===== src/rtl/i2s_pkg.sv =====
// Shared types and constants for the I2S transmit sequencer.
package i2s_pkg;

    typedef enum logic [1:0] {
        IDLE  = 2'd0,
        RUN   = 2'd1,
        DRAIN = 2'd2
    } i2s_tx_state_t;

    localparam int DEF_SAMPLE_WIDTH = 24;
    localparam logic [15:0] UNDERRUN_MAX = 16'hFFFF;

    typedef struct packed {
        logic [DEF_SAMPLE_WIDTH-1:0] left;
        logic [DEF_SAMPLE_WIDTH-1:0] right;
    } i2s_stereo_t;

    function automatic int frame_bits(input int slot_bits);
        return 2 * slot_bits;
    endfunction

endpackage


===== src/rtl/i2s_bck_divider.sv =====
// Bit-clock generator: down-counts BCK_DIV clk per bck half-period and flags the 1->0 edge.
module i2s_bck_divider #(
    parameter int BCK_DIV = 2
) (
    input  logic clk,
    input  logic reset_n,
    input  logic run,
    output logic bck,
    output logic fall
);
    localparam int CW = (BCK_DIV > 1) ? $clog2(BCK_DIV) : 1;
    localparam logic [CW-1:0] RELOAD = CW'(BCK_DIV - 1);

    logic [CW-1:0] div_cnt;
    logic          tc;

    assign tc   = (div_cnt == '0);
    assign fall = run && tc && bck;

    // Holding the counter at RELOAD while stopped keeps bck low for a full half-period on start.
    always_ff @(posedge clk or negedge reset_n) begin
        if (!reset_n) begin
            div_cnt <= RELOAD;
            bck     <= 1'b0;
        end else if (!run) begin
            div_cnt <= RELOAD;
            bck     <= 1'b0;
        end else if (tc) begin
            div_cnt <= RELOAD;
            bck     <= ~bck;
        end else begin
            div_cnt <= div_cnt - 1'b1;
        end
    end

endmodule


===== src/rtl/i2s_tx_sequencer.sv =====
// I2S transmit sequencer: bck/lrck generation, one sample fetch per frame, MSB-first serialisation.
// Build option I2S_TX_UNDERRUN_HOLD_EN: an underrun frame repeats the last transferred sample.
// state | meaning
// IDLE  | outputs parked: bck=0, lrck=1, sdata=0
// RUN   | framing; a new frame (and fetch) starts at every bit_idx wrap
// DRAIN | enable dropped; finish the current frame, then stop
module i2s_tx_sequencer
    import i2s_pkg::*;
#(
    parameter int BCK_DIV      = 2,
    parameter int SLOT_BITS    = 32,
    parameter int SAMPLE_WIDTH = 24
) (
    input  logic                      clk,
    input  logic                      reset_n,
    input  logic                      enable,
    input  logic [2*SAMPLE_WIDTH-1:0] s_data,
    input  logic                      s_valid,
    output logic                      s_ready,
    output logic                      bck,
    output logic                      lrck,
    output logic                      sdata,
    output logic                      running,
    output logic                      frame_start,
    output logic                      underrun,
    output logic [15:0]               underrun_count
);
    localparam int FRAME_BITS = frame_bits(SLOT_BITS);
    localparam int IW         = $clog2(FRAME_BITS);
    localparam logic [IW-1:0] LAST_BIT = IW'(FRAME_BITS - 1);
    localparam logic [IW-1:0] HALF     = IW'(SLOT_BITS);
    localparam logic [IW-1:0] L_FIRST  = IW'(1);
    localparam logic [IW-1:0] L_LAST   = IW'(SAMPLE_WIDTH);
    localparam logic [IW-1:0] R_FIRST  = IW'(SLOT_BITS + 1);
    localparam logic [IW-1:0] R_LAST   = IW'(SLOT_BITS + SAMPLE_WIDTH);

    i2s_tx_state_t state, state_next;

    logic [IW-1:0]             bit_idx, bit_next;
    logic [SAMPLE_WIDTH-1:0]   left_sr, right_sr;
    logic [2*SAMPLE_WIDTH-1:0] refill;
    logic                      fall, wrap, start_frame, stop;

    i2s_bck_divider #(.BCK_DIV(BCK_DIV)) u_bck_divider (
        .clk     (clk),
        .reset_n (reset_n),
        .run     (running),
        .bck     (bck),
        .fall    (fall)
    );

    assign bit_next = bit_idx + 1'b1;
    assign wrap     = fall && (bit_idx == LAST_BIT);

    always_ff @(posedge clk or negedge reset_n) begin
        if (!reset_n) state <= IDLE;
        else          state <= state_next;
    end

    always_comb begin
        state_next = state;
        unique case (state)
            IDLE:    if (enable) state_next = RUN;
            RUN:     if (wrap) state_next = enable ? RUN : IDLE;
                     else if (!enable) state_next = DRAIN;
            DRAIN:   if (enable) state_next = RUN;
                     else if (wrap) state_next = IDLE;
            default: state_next = IDLE;
        endcase
    end

    always_comb begin
        running     = (state != IDLE);
        start_frame = enable && ((state == IDLE) || wrap);
        stop        = !enable && wrap;
    end

`ifdef I2S_TX_UNDERRUN_HOLD_EN
    logic [2*SAMPLE_WIDTH-1:0] hold_sample;

    always_ff @(posedge clk or negedge reset_n) begin
        if (!reset_n)               hold_sample <= '0;
        else if (s_ready && s_valid) hold_sample <= s_data;
    end

    assign refill = hold_sample;
`else
    assign refill = '0;
`endif

    // s_ready is raised in the first clk of bit 0; the sample is needed only from bit 1 on.
    always_ff @(posedge clk or negedge reset_n) begin
        if (!reset_n) begin
            bit_idx        <= '0;
            lrck           <= 1'b1;
            sdata          <= 1'b0;
            left_sr        <= '0;
            right_sr       <= '0;
            s_ready        <= 1'b0;
            frame_start    <= 1'b0;
            underrun       <= 1'b0;
            underrun_count <= '0;
        end else begin
            s_ready     <= start_frame;
            frame_start <= start_frame;
            underrun    <= s_ready && !s_valid;
            if (s_ready) begin
                if (s_valid) begin
                    {left_sr, right_sr} <= s_data;
                end else begin
                    {left_sr, right_sr} <= refill;
                    if (underrun_count != UNDERRUN_MAX) underrun_count <= underrun_count + 16'd1;
                end
            end
            if (start_frame) begin
                bit_idx <= '0;
                lrck    <= 1'b0;
                sdata   <= 1'b0;
            end else if (stop) begin
                bit_idx <= '0;
                lrck    <= 1'b1;
                sdata   <= 1'b0;
            end else if (fall) begin
                bit_idx <= bit_next;
                lrck    <= (bit_next >= HALF);
                if (bit_next >= L_FIRST && bit_next <= L_LAST) begin
                    sdata   <= left_sr[SAMPLE_WIDTH-1];
                    left_sr <= left_sr << 1;
                end else if (bit_next >= R_FIRST && bit_next <= R_LAST) begin
                    sdata    <= right_sr[SAMPLE_WIDTH-1];
                    right_sr <= right_sr << 1;
                end else begin
                    sdata <= 1'b0;
                end
            end
        end
    end

endmodule


===== config.mk =====
export PLATFORM = sky130hd
export DESIGN_NAME = i2s_tx_sequencer
export DESIGN_NICKNAME = d
export VERILOG_FILES = /design/src/rtl/i2s_pkg.sv /design/src/rtl/i2s_bck_divider.sv /design/src/rtl/i2s_tx_sequencer.sv
export SDC_FILE = /design/constraint.sdc
export NUM_CORES = 1
export LEC_CHECK = 0
export ABC_AREA = 1
export CAP_MARGIN = 20
export CORE_AREA = 8 8 109 111
export CTS_CLUSTER_DIAMETER = 80
export DETAILED_ROUTE_END_ITERATION = 6
export DIE_AREA = 0 0 117 119
export PLACE_DENSITY = 0.78
export SKIP_LAST_GASP = 1
export SLEW_MARGIN = 20
export SYNTH_ARGS = -nofsm -noshare
export SYNTH_HDL_FRONTEND = slang
export SYNTH_SLANG_ARGS = --single-unit

===== constraint.sdc =====
create_clock -name clk -period 1.8 [get_ports clk]
set_input_delay 0.27 -clock clk [delete_from_list [all_inputs] [get_ports clk]]
set_output_delay 0.27 -clock clk [all_outputs]
set_load 0.05 [all_outputs]

[After elaboration in Yosys (flattened, before gate mapping)]
Index checks and enable logic that the tools add are counted.
Word-level totals
  register bits after elaboration: 78
  input bits: 52
  output and inout port bits: 23
  logic and storage cells: 81
Cells by class
  add/sub/neg operators: 3
  magnitude comparators: 5
  equal/unequal tests: 8
  mux-type cells: 35
  bitwise gates (word level): 3
  reductions and logical operators: 16
Operator list (count)
  2-to-1 mux 24 bit: 13
  2-to-1 mux 6 bit: 3
  adder 16 x 1 -> 16 bit (second input constant): 1
  inequality test 16 bit (second input constant): 1
  2-to-1 mux 1 bit: 13
  greater-or-equal comparator 6 bit (second input constant): 2
  2-to-1 mux 2 bit: 5
  logical AND 1 bit: 8
  adder 6 x 1 -> 6 bit (second input constant): 1
  equality test 6 bit (second input constant): 1
  greater-or-equal comparator 6 x 1 -> 1 bit (second input constant): 1
  <= comparator 6 x 5 -> 1 bit (second input constant): 1
  <= comparator 6 bit (second input constant): 1
  inequality test 3 bit (second input constant): 2
  one-hot mux 2 bit (3 select lines): 1
  AND reduction 3 bit: 2
  inequality test 2 bit (second input constant): 2
  inverter 1 bit: 3
  nonzero test 3 bit: 1
  equality test 2 x 1 -> 1 bit (second input constant): 1
  equality test 2 bit (second input constant): 1
  zero test 1 bit: 2
  zero test 2 bit: 1
  nonzero test 2 bit: 1
  2 further kinds: 2

[Longest topological paths before layout]
Gate-level depths: netlist of the first run.
  word-level depth: 8
  gate-level depth with buffers: 12
  depth with buffers taken out: 11

[Modules after synthesis]
A second synthesis of the first run with hierarchy kept.
Second synthesis, totals
  cell total of the unflattened synthesis: 659
  area total of the unflattened synthesis: 4593.2 um2
By module, submodules not included
  i2s_tx_sequencer: instances 1, cells each 649, area an instance 4509.3 um2, seq. area each 1903.1 um2
  i2s_bck_divider: instances 1, cells each 10, area an instance 83.8 um2, seq. area each 51.3 um2

[Least setup slack after synthesis of the first run]
No wires, ideal clock.
  kind: reg2reg
  start: reg underrun_count[0]
  end: reg underrun_count[13]
  setup time: 0.127 ns
  arrival: 1.751 ns
  required time: 1.673 ns
  slack: -0.079 ns
  cell stages (with the launch flop): 8
  path buffers: 1
  clock period less this slack: 1.879 ns
  cell sequence: dfrtp_1 -> ha_1 -> nand3_1 -> nor3_1 -> nand3_1 -> nand2_1 -> buf_4 -> o21ai_0
Between the ends
  word-level cells in the longest chain between the ends: 2
  elaborated cells between the ends (all ways): 3
  classes of those cells: 1 x add/sub; 1 x eq/ne; 1 x reduce/logical
Ends and longest elaborated chain
  start: declaration: RTL line i2s_tx_sequencer.sv:26  | output logic [15:0] underrun_count
  start signal: assignment: RTL line i2s_tx_sequencer.sv:112  | if (underrun_count != UNDERRUN_MAX) underrun_count <= underrun_count + 16'd1;
  branches (longest 2 deep; another with adder 16 x 1 -> 16 bit)
Several ways; the timed one is not identified.
A chain may end at the register's enable or synchronous reset.

[Worst setup path after layout of the first run]
  start: reg bit_idx[0]
  end: reg left_sr[22]
Between the ends
  word-level cells in the longest chain between the ends: 7
  elaborated cells between the ends (all ways): 13
  classes of those cells: 1 x add/sub; 2 x order compare; 1 x eq/ne; 4 x mux; 5 x reduce/logical
Ends and longest elaborated chain
  start: declaration: RTL line i2s_tx_sequencer.sv:39  | logic [IW-1:0] bit_idx, bit_next;
  start signal: assignment: RTL line i2s_tx_sequencer.sv:124  | bit_idx <= bit_next;
  adder 6 x 1 -> 6 bit: RTL line i2s_tx_sequencer.sv:52  | assign bit_next = bit_idx + 1'b1;
  greater-or-equal comparator 6 x 1 -> 1 bit / <= comparator 6 x 5 -> 1 bit (equally long branches): RTL line i2s_tx_sequencer.sv:126  | if (bit_next >= L_FIRST && bit_next <= L_LAST) begin
  logical AND 1 bit: RTL line i2s_tx_sequencer.sv:126
  2-to-1 mux 24 bit: RTL line i2s_tx_sequencer.sv:126
  2-to-1 mux 24 bit: RTL line i2s_tx_sequencer.sv:123  | end else if (fall) begin
  2-to-1 mux 24 bit: RTL line i2s_tx_sequencer.sv:119  | end else if (stop) begin
  2-to-1 mux 24 bit (*): RTL line i2s_tx_sequencer.sv:115  | if (start_frame) begin
  end signal: assignment: RTL line i2s_tx_sequencer.sv:109  | {left_sr, right_sr} <= s_data;
  end signal: assignment: RTL line i2s_tx_sequencer.sv:111  | {left_sr, right_sr} <= refill;
  end signal: assignment: RTL line i2s_tx_sequencer.sv:128  | left_sr <= left_sr << 1;
  end: declaration: RTL line i2s_tx_sequencer.sv:40  | logic [SAMPLE_WIDTH-1:0] left_sr, right_sr;
Mark *: on every way between the ends. The rest lies on a longest branch, timed or not.

==> results.toml, run 1 <==
[synthesis]
synth.distinct_cells = 35
synth_fa_ha_area_share_pct = 0.776
synthesis.nets = 719
yosysWarnings = 0
netlist_instances = 664
synth-seq-cells = 78
seq_area_frac_synth_pct = 40.4
yosys.area_share.simple_pct = 32.8
synthXorXnorAreaFrac_pct = 2.35
synth_area_sq_um = 4840
synth_compound_area_share_pct = 6.44
synth.mux.area_fraction_pct = 0
synth_top_family_by_area = "simple AND/OR/NAND/NOR gates"
synth_top_area_share_pct = 39.3
synth.avg_cell_area_sq_um = 7.29
synth.area.top_cells = "dfrtp_1, inv_1, nand2_1, nand3_1, o21ai_0"
synth_top_area_cell = "dfrtp_1"

[power_and_ir_drop]
clkPwrFrac_pct = 24.7
max-vdd-ir-drop_mv = 0.745
sw_frac_of_total_pct = 37.1
power_density_nw_per_um2 = 982
p_int_w = 0.00411
seqPwrFrac_pct = 37.2
leakagePower_nw = 3.44
p_switching_w = 0.00243
comb_power_share_pct = 38.1

[sta]
fin_ws_ps = -84.9
tightest_slew_ps = 497
maxSlewViolCount = 0
setup_violations = 30
finalHoldViolations = 0
min_period_ps = 1880
rsz0062_at_grt = "true"
tns_ps = -873
timing.fmax_mhz = 531
fin_crit_sh_pct = 105
slew_headroom_pct = 66.8
clock_skew_ps = 19.6

[placed_design]
io_buffers = 74
gp_congestion = 0.929
dp_hpwl_mm = 7.79
placed_area_sq_um = 5760

[final_layout]
areaGrowthSynthToFinish_pct = 37.6
drive_gt1_share_pct = 24.0
num_antenna_cells = 0
final_nets = 829
final_cell_mix = "inv_1, nand2_1, dfrtp_1, nand3_1"
design_area_sq_um = 6660
final_common_cell = "inv_1"
n_fill_cell = 801

[clocking]
clock-sinks = 78
clkTransAtPathRegs_ps = 90
h-tree-depth = 3
clockRootBuffer = "clkbuf_8"
cts_tree = "built"
cts.path.max_buffers = 2
cts_made_buffers = 9
clk_latency_ps = 360

[grt]
grt_pass1_vias = 4464
grt_antenna_before_repair = 0
grt_max_degree = 95
grt_pass1_wl_mm = 20.6
grt.total_usage_pct = 18.3
grt-ovfl-total = 0

[setup_path]
cp_cell_sequence = "ha_4 > nand2_4 > inv_2 > nand2_4 > nand2_4 > nand3_4 > buf_6 > inv_4 > nor2_8 > clkbuf_16 > nand3_2 > nand2_1 > inv_1"
r2r_slack_ps = -80
endpoint_kind = "register"
cp.arrival_ps = 2150
worst_r2r_endpoint = "left_sr[22]"
cp_common_cell = "nand2_4"
crit_start = "bit_idx[0]"
reg2reg_from = "bit_idx[0]"
startpoint_type = "register"
crit_required_ps = 2060
critPathKind = "reg -> reg"
rr_worst_depth = 13
cp_slowest_cell = "dfrtp_2"
crit_fanout = 7
cpPeakStageDelay_ps = 450

[worst_hold_path]
hold_class = "in -> reg"
hold_end = "underrun"
min-delay-start = "s_valid"
holdPathStages = 2

[die]
coreArea_sq_um = 10100
initial_utilization_pct = 48.0
dieWidth_um = 117
die-area_sq_um = 13900
chipHeight_um = 119
ioPinCount = 75
fp-row-count = 37

[job]
drv_cap = 0

[drt]
wl_mm = 14.3
dr.pass1.iters = 5
wl_per_cell_um = 15.7
ant_nets = 0
drcViolationCount = 0
viasPerCell = 5.05
drtIter0Drc = 516
via_count = 4625

[run_status]
violations = "setup timing"
outcome = "finished with violations"
## area by class of cell
| class | count | area (sq um) | share of cell area (%) |
|---|---|---|---|
| clock buffers | 12 | 145 | 2.18 |
| clock inverters | 4 | 95.1 | 1.43 |
| inverters | 167 | 634 | 9.53 |
| flip-flops and latches | 78 | 1960 | 29.5 |
| multi-input cells | 397 | 2350 | 35.2 |
| repair buffers | 121 | 1300 | 19.6 |
| well taps | 136 | 170 | 2.56 |
## synth_stat cells
cell type / number
buf_2: 3
buf_4: 5
nor2_1: 21
o22ai_1: 4
buf_1: 5
ha_1: 3
a21oi_1: 2
buf_8: 1
nand2_2: 27
dfstp_2: 2
xnor2_1: 4
nand4_4: 2
nor2_4: 1
xor2_1: 9
nor2_2: 1
o21ai_0: 51
buf_12: 2
nand2_1: 161
nand3_2: 12
buf_6: 4
a22oi_2: 1
nand3_1: 71
dfrtp_1: 76
nand3_4: 3
inv_1: 165
nor2_8: 3
clkbuf_1: 8
a21oi_2: 1
nor3b_1: 1
inv_4: 1
nand3b_1: 1
clkinv_4: 1
nand2_4: 1
nand4_1: 4
nor3_1: 7
## layer usage
| layer | vias to the layer above | GRT usage [%] | routed length [um] |
|---|---|---|---|
| li1 | 2227 | - | - |
| met2 | 192 | 29.8 | 6940 |
| met4 | 0 | 8.01 | 501 |
| met5 | - | 0 | 0 |
| met3 | 38 | 3.74 | 981 |
| met1 | 2168 | 22.9 | 5900 |
## power groups by stage
stage | Sequential, W | Clock [W] | Combinational (W)
2_1_floorplan | 0.00265 | 0 | 0.00122
3_3_place_gp | 0.00241 | 0 | 0.00198
3_5_place_dp | 0.00243 | 0 | 0.00207
4_1_cts | 0.00241 | 0.00161 | 0.00223
5_1_grt | 0.00248 | 0.00171 | 0.00273
6_report | 0.00243 | 0.00161 | 0.00249
## through the flow
stage	setup slack [ps]	total power (W)	hold WS, ps	std cells	util [%]
floorplan	36.7	0.00387	-25.6	664	-
global placement	3.08	0.00439	194	865	57.1
detailed placement	-111	0.00450	210	865	57.1
CTS	-24.2	0.00626	202	902	62.9
global route	-142	0.00692	225	915	66.0
finish	-84.9	0.00654	227	915	66.0
## repair_timing
action,CTS,global route
hold endpoints to repair,21,0
pin swaps,15,26
buffers inserted,15,10
cloned,5,6
hold buffers,1,0
resized for setup,22,43
setup endpoints to repair,51,67
## critical path: cells and delay by family, from the launching register on
kind	cells	cell delay [ps]
simple gates	7	680
flops	1	450
buf+inv	5	460
fa+ha+maj	1	200
## logic make-up after synthesis
| kind of cell | after synthesis |
|---|---|
| AO/OA/AOI/OAI | 59 |
| AND/OR/NAND/NOR | 316 |
| adder cells (fa/ha/maj) | 3 |
| buffers and inverters | 195 |
| XOR/XNOR | 13 |
| flip-flops | 78 |
## sequential cells by signal (all words and copies together), names as in the netlist
name and flops:
right_sr 24, left_sr 24, sdata 1, underrun_count 16
lrck 1, frame_start 1, u_bck_divider.bck 1, state 2
underrun 1, u_bck_divider.div_cnt 1, bit_idx 6
## worst max-delay path by stage
| stage | to | slack [ps] | depth (start not counted) |
|---|---|---|---|
| finish | left_sr[22] | -80 | 13 |
| global route | left_sr[23] | -140 | 13 |
| CTS | left_sr[1] | -20 | 12 |
| detailed placement | right_sr[19] | -110 | 11 |
| global placement | right_sr[23] | 3 | 11 |
| floorplan | underrun_count[10] | 40 | 8 |
(Power assumes the default switching activity.)
==> inputs of run 2 (changes only) <==
Settings changed: CTS_CLUSTER_SIZE from default to 40.
==> results of run 2 <==
The final DEF is identical to that of run 1; final timing and power are the same.
